<file path="config.mk">
export PLATFORM = sky130hd
export DESIGN_NAME = i2s_receiver
export DESIGN_NICKNAME = d
export VERILOG_FILES = /design/src/rtl/i2s_receiver.sv
export SDC_FILE = /design/constraint.sdc
export NUM_CORES = 1
export LEC_CHECK = 0
export BUFFER_PORTS_ARGS = -buffer_cell sky130_fd_sc_hd__buf_2
export CORE_ASPECT_RATIO = 0.6
export CORE_MARGIN = 2
export CORE_UTILIZATION = 40
export CTS_BUF_LIST = sky130_fd_sc_hd__clkbuf_4
export DETAILED_ROUTE_END_ITERATION = 7
export MAX_ROUTING_LAYER = met4
export PLACE_DENSITY = 0.54
export SLEW_MARGIN = 40
export SYNTH_ARGS = -nofsm -noshare
export SYNTH_HDL_FRONTEND = slang
export SYNTH_SLANG_ARGS = --single-unit
</file>
<file path="constraint.sdc">
create_clock -name clk_i -period 1.85 [get_ports clk_i]
set_clock_uncertainty 0.1 [all_clocks]
set_input_delay 0.37 -clock clk_i [delete_from_list [all_inputs] [get_ports clk_i]]
set_output_delay 0.37 -clock clk_i [all_outputs]
set_load 0.01 [all_outputs]
</file>
<file path="src/rtl/i2s_receiver.sv">
// i2s_receiver: standard I2S slave receiver, oversampled on clk_i.
// sclk_i, lrclk_i and sdata_i are synchronised, sclk rising edges are
// detected, and 16-bit left/right words are captured MSB first. A stereo
// pair is published (valid_o pulse) when the right channel ends.
// Optional feature: define I2S_RX_FRAME_ERR_EN to enable the sticky
// framing-error flag (channel shorter than 16 bits).
module i2s_receiver (
  input  logic        clk_i,
  input  logic        rst_n_i,
  input  logic        sclk_i,
  input  logic        lrclk_i,
  input  logic        sdata_i,
  output logic [15:0] left_o,
  output logic [15:0] right_o,
  output logic        valid_o,
  output logic        frame_err_o
);

  typedef enum logic [1:0] {SYNC, LEFT, RIGHT} state_e;

  localparam logic [5:0] CNT_MAX = 6'd63;
  localparam logic [5:0] CNT_WORD = 6'd16;

  logic [1:0]  sclk_sync_q, lr_sync_q, sd_sync_q;
  logic        sclk_prev_q;
  logic        edge_q;
  logic        lr_smp_q, sd_smp_q;
  logic        sclk_rise;

  logic        lr_last_q, lr_last_d;
  logic [5:0]  bit_cnt_q, bit_cnt_d;
  state_e      state_q, state_d;
  logic [15:0] shift_l_q, shift_l_d;
  logic [15:0] shift_r_q, shift_r_d;
  logic [15:0] left_q, left_d;
  logic [15:0] right_q, right_d;
  logic        valid_q, valid_d;
  logic        boundary;

  assign sclk_rise = sclk_sync_q[1] & ~sclk_prev_q;
  assign boundary  = edge_q && (lr_smp_q != lr_last_q);

  // Two-flop synchronisers, sclk edge detect, and capture of lrclk/sdata
  // on the edge-detect cycle so the FSM sees them one cycle later.
  always_ff @(posedge clk_i or negedge rst_n_i) begin
    if (!rst_n_i) begin
      sclk_sync_q <= '0;
      lr_sync_q   <= '0;
      sd_sync_q   <= '0;
      sclk_prev_q <= 1'b0;
      edge_q      <= 1'b0;
      lr_smp_q    <= 1'b0;
      sd_smp_q    <= 1'b0;
    end else begin
      sclk_sync_q <= {sclk_sync_q[0], sclk_i};
      lr_sync_q   <= {lr_sync_q[0], lrclk_i};
      sd_sync_q   <= {sd_sync_q[0], sdata_i};
      sclk_prev_q <= sclk_sync_q[1];
      edge_q      <= sclk_rise;
      if (sclk_rise) begin
        lr_smp_q <= lr_sync_q[1];
        sd_smp_q <= sd_sync_q[1];
      end
    end
  end

  // Channel FSM, bit counter, shift registers and output loading.
  always_comb begin
    lr_last_d = lr_last_q;
    bit_cnt_d = bit_cnt_q;
    state_d   = state_q;
    shift_l_d = shift_l_q;
    shift_r_d = shift_r_q;
    left_d    = left_q;
    right_d   = right_q;
    valid_d   = 1'b0;
    if (edge_q) begin
      lr_last_d = lr_smp_q;
      if (boundary) begin
        // Boundary bit is the LSB slot of the previous word: dropped.
        bit_cnt_d = '0;
        case (state_q)
          SYNC: begin
            if (!lr_smp_q) begin
              state_d   = LEFT;
              shift_l_d = '0;
            end
          end
          LEFT: begin
            if (lr_smp_q) begin
              state_d   = RIGHT;
              shift_r_d = '0;
            end
          end
          RIGHT: begin
            if (!lr_smp_q) begin
              state_d   = LEFT;
              left_d    = shift_l_q;
              right_d   = shift_r_q;
              valid_d   = 1'b1;
              shift_l_d = '0;
            end
          end
          default: state_d = SYNC;
        endcase
      end else begin
        // Bits land at position 15-bit_cnt, so short words come out
        // left-justified with zero LSBs (registers cleared at boundary).
        if (bit_cnt_q < CNT_WORD) begin
          if (state_q == LEFT) begin
            shift_l_d[~bit_cnt_q[3:0]] = sd_smp_q;
          end else if (state_q == RIGHT) begin
            shift_r_d[~bit_cnt_q[3:0]] = sd_smp_q;
          end
        end
        if (bit_cnt_q != CNT_MAX) begin
          bit_cnt_d = bit_cnt_q + 6'd1;
        end
      end
    end
  end

  // Receiver state registers.
  always_ff @(posedge clk_i or negedge rst_n_i) begin
    if (!rst_n_i) begin
      lr_last_q <= 1'b0;
      bit_cnt_q <= '0;
      state_q   <= SYNC;
      shift_l_q <= '0;
      shift_r_q <= '0;
      left_q    <= '0;
      right_q   <= '0;
      valid_q   <= 1'b0;
    end else begin
      lr_last_q <= lr_last_d;
      bit_cnt_q <= bit_cnt_d;
      state_q   <= state_d;
      shift_l_q <= shift_l_d;
      shift_r_q <= shift_r_d;
      left_q    <= left_d;
      right_q   <= right_d;
      valid_q   <= valid_d;
    end
  end

  assign left_o  = left_q;
  assign right_o = right_q;
  assign valid_o = valid_q;

`ifdef I2S_RX_FRAME_ERR_EN
  logic err_q, err_d;

  // Sticky flag: any channel closed with fewer than 16 received bits.
  always_comb begin
    err_d = err_q;
    if (boundary && (state_q != SYNC) && (bit_cnt_q < CNT_WORD)) begin
      err_d = 1'b1;
    end
  end

  // Framing-error register, cleared only by reset.
  always_ff @(posedge clk_i or negedge rst_n_i) begin
    if (!rst_n_i) begin
      err_q <= 1'b0;
    end else begin
      err_q <= err_d;
    end
  end

  assign frame_err_o = err_q;
`else
  assign frame_err_o = 1'b0;
`endif

endmodule

</file>
==> out/metrics.csv <==
metric;value;unit
status;complete, no violations;
NumNets Final;376;
crit path kind;flip-flop to flip-flop;
Clock Path Buffers;2;
Yosys reg bits;84;
clock-pin slew on the worst setup and hold paths;0.13;ns
period utilisation layout;0.930;
Worst Setup Start Kind;flip-flop;
WP buf/inv;1;
Crit. End Element;flip-flop;
synthesized area;3660;um^2
Crit path required time;2.09;ns
Met2 Wirelength;3170;um
routability-driven placement congestion ratio;0.848;
min cycle time layout;1.72;ns
ys async rst share;1.00;
Area contributors post-synth;dfrtp_1 (57%), mux2_2 (9.5%), o21ai_0 (8.3%), o21ai_1 (2.7%), nand2_1 (1.9%);
max layer used;met4;
violation count after the first detailed-routing iteration;127;
Die Ht;78.1;um
clk root buf;clkbuf_4;
vias in the first global route;2450;
Critical Path AT;1.96;ns
Design Power;4330;uW
Clk Latency, worst-skew pair;0.45;ns
Post-DP HPWL;5330;um
Hold Violations, Final;0;
Vias per Instance;5.17;
worst hold-check path type;input port to asynchronous set/reset pin;
initial antenna violation count;0;
WL met3;361;um
H-Tree Depth;3;
Post-Syn Instances;306;
cell family with most CP delay;flip-flops;
# IOs;39;
Synthesized Nets;315;
ANT nets after route;0;
register area share after synthesis;0.574;
highest net fanout along the worst path;21;
Num CTS Buffers;9;
GRT Overall Usage;0.176;
Ys Warns;0;
share of post-route cells with drive strength above 1;0.347;
clock net sink count;84;
Metal-1 WL;4200;um
maximum VDD drop;413;uV
CP cell instances;nor2b_4 > and3_1 > buf_12 > mux2_2;
top cells by count, synth;dfrtp_1 (84), o21ai_0 (61), mux2_2 (31);
first-pass GRT wire length;13000;um
Synth top area share;0.574;
max-slew violations;0;
area of the core;8690;um^2
WL per Instance;16.1;um
synthesized area per cell;12.0;um^2
Slowest Stage Delay on Critical Path;0.50;ns
Primary FF master, synth;dfrtp_1;
Synth-to-Final Area Change;17.7;%
Rows;26;
Pwr Density;1000;nW/um^2
Port Buf Inserts;37;
fin worst setup slack;0.130;ns
DRT Pass-1 Iters;4;
number of flops mapped to enable cells by yosys;0;
dominant cell type by area after synthesis;dfrtp_1;
vias after detailed routing;2504;
pin count of the biggest net entering global routing;36;
CP max stage cell;dfrtp_2;
CTS tree;done;
remaining global-route overflow;0;
final setup fails;0;
die width;128;um
Detailed Route WL;7800;um
Max Freq;581;MHz
most frequent cell after synthesis;dfrtp_1;
Place WS;-0.0186;ns
Diodes inserted;0;
Initial Util;0.422;
DRC;0;
Netlist cell types;39;
Core Util, Final;0.496;
die area;9960;um^2
r2r setup slk;0.13;ns
Max Cap Viol;0;
LEAKAGE;0.00207;uW
[layout by cell type (no fill, tap or decap), types with 2 or more instances in the layout]
cell type,n
nor3b_1,4
a21oi_1,9
nand4_4,2
nand3_1,7
mux2_1,4
clkinv_2,2
ha_1,3
inv_1,3
dlygate4sd3_1,4
clkbuf_4,11
o21ai_1,22
buf_4,24
nor2b_1,5
a21bo_2,3
dfrtp_2,3
clkinvlp_4,2
nand2_1,19
and3_1,3
o21ai_0,59
mux2_2,31
dfrtp_1,81
and3b_1,8
nor2_1,2
buf_2,36
buf_12,6
o31ai_1,2
[per-stage QoR]
step           area, um^2  TNS (ns)  cells  hold slack, ns
2_1_floorplan        3660         0    306         -0.0256
3_3_place_gp         4100         0    461           0.191
3_5_place_dp         4100   -0.0186    461           0.188
4_1_cts              4260         0    481           0.225
5_1_grt              4310   -0.0124    484           0.238
6_report             4310         0    484           0.241
[final timing paths]
kind | start | end | depth (start not counted)
worst max-delay path | lr_last_q | right_o[1] | 4
worst min-delay path | rst_n_i | state_q[0] | 2
worst max register to register | lr_last_q | right_o[1] | 4
worst min register to register | sclk_sync_q[0] | sclk_sync_q[1] | 0
max in group asynchronous | rst_n_i | shift_l_q[11] | 3
min in group clk_i | sclk_sync_q[0] | sclk_sync_q[1] | 0
[cell type report]
cell class,instances,area (um^2)
repair buffers,70,520
well taps,112,140
clock inverters,5,28.8
flip-flops and latches,84,2110
inverters,3,11.3
multi-input cells,199,1420
fillers,822,4380
clock buffers,11,82.6
[report_power, final]
| group | switching [uW] | internal, uW |
|---|---|---|
| Combinational | 662 | 564 |
| Clock | 616 | 298 |
| Sequential | 184 | 2010 |
| Total | 1460 | 2870 |
[flip-flops by register name, indices dropped and copies added (netlist names), 2 cells and up]
name / count
bit_cnt_q: 6
shift_l_q: 16
shift_r_q: 16
sclk_sync_q: 2
sd_sync_q: 2
right_o: 16
lr_sync_q: 2
left_o: 16
state_q: 2
[routing by layer]
layer / up-vias / global-route usage
met2: 53 / 0.229
met3: 5 / 0.0518
met4: 0 / 0.0495
met5: - / -
li1: 1218 / -
met1: 1228 / 0.264
[cells by family after synthesis]
kind of cell	count (synthesis)	synth area share
AO/OA/AOI/OAI	102	0.159
flip-flops	84	0.574
other	1	0.00102
adder cells (fa/ha/maj)	4	0.0137
multiplexers	35	0.108
XOR/XNOR	2	0.00991
buffers and inverters	23	0.0389
AND/OR/NAND/NOR	55	0.0960
[repair_timing]
action	CTS	global route
resized for setup	1	5
pin swaps	0	2
hold buffers	4	0
hold endpoints to repair	33	0
setup buffers	0	3
endpoints found under the setup margin	4	50
Note: power is estimated with default switching activity, not from simulation.
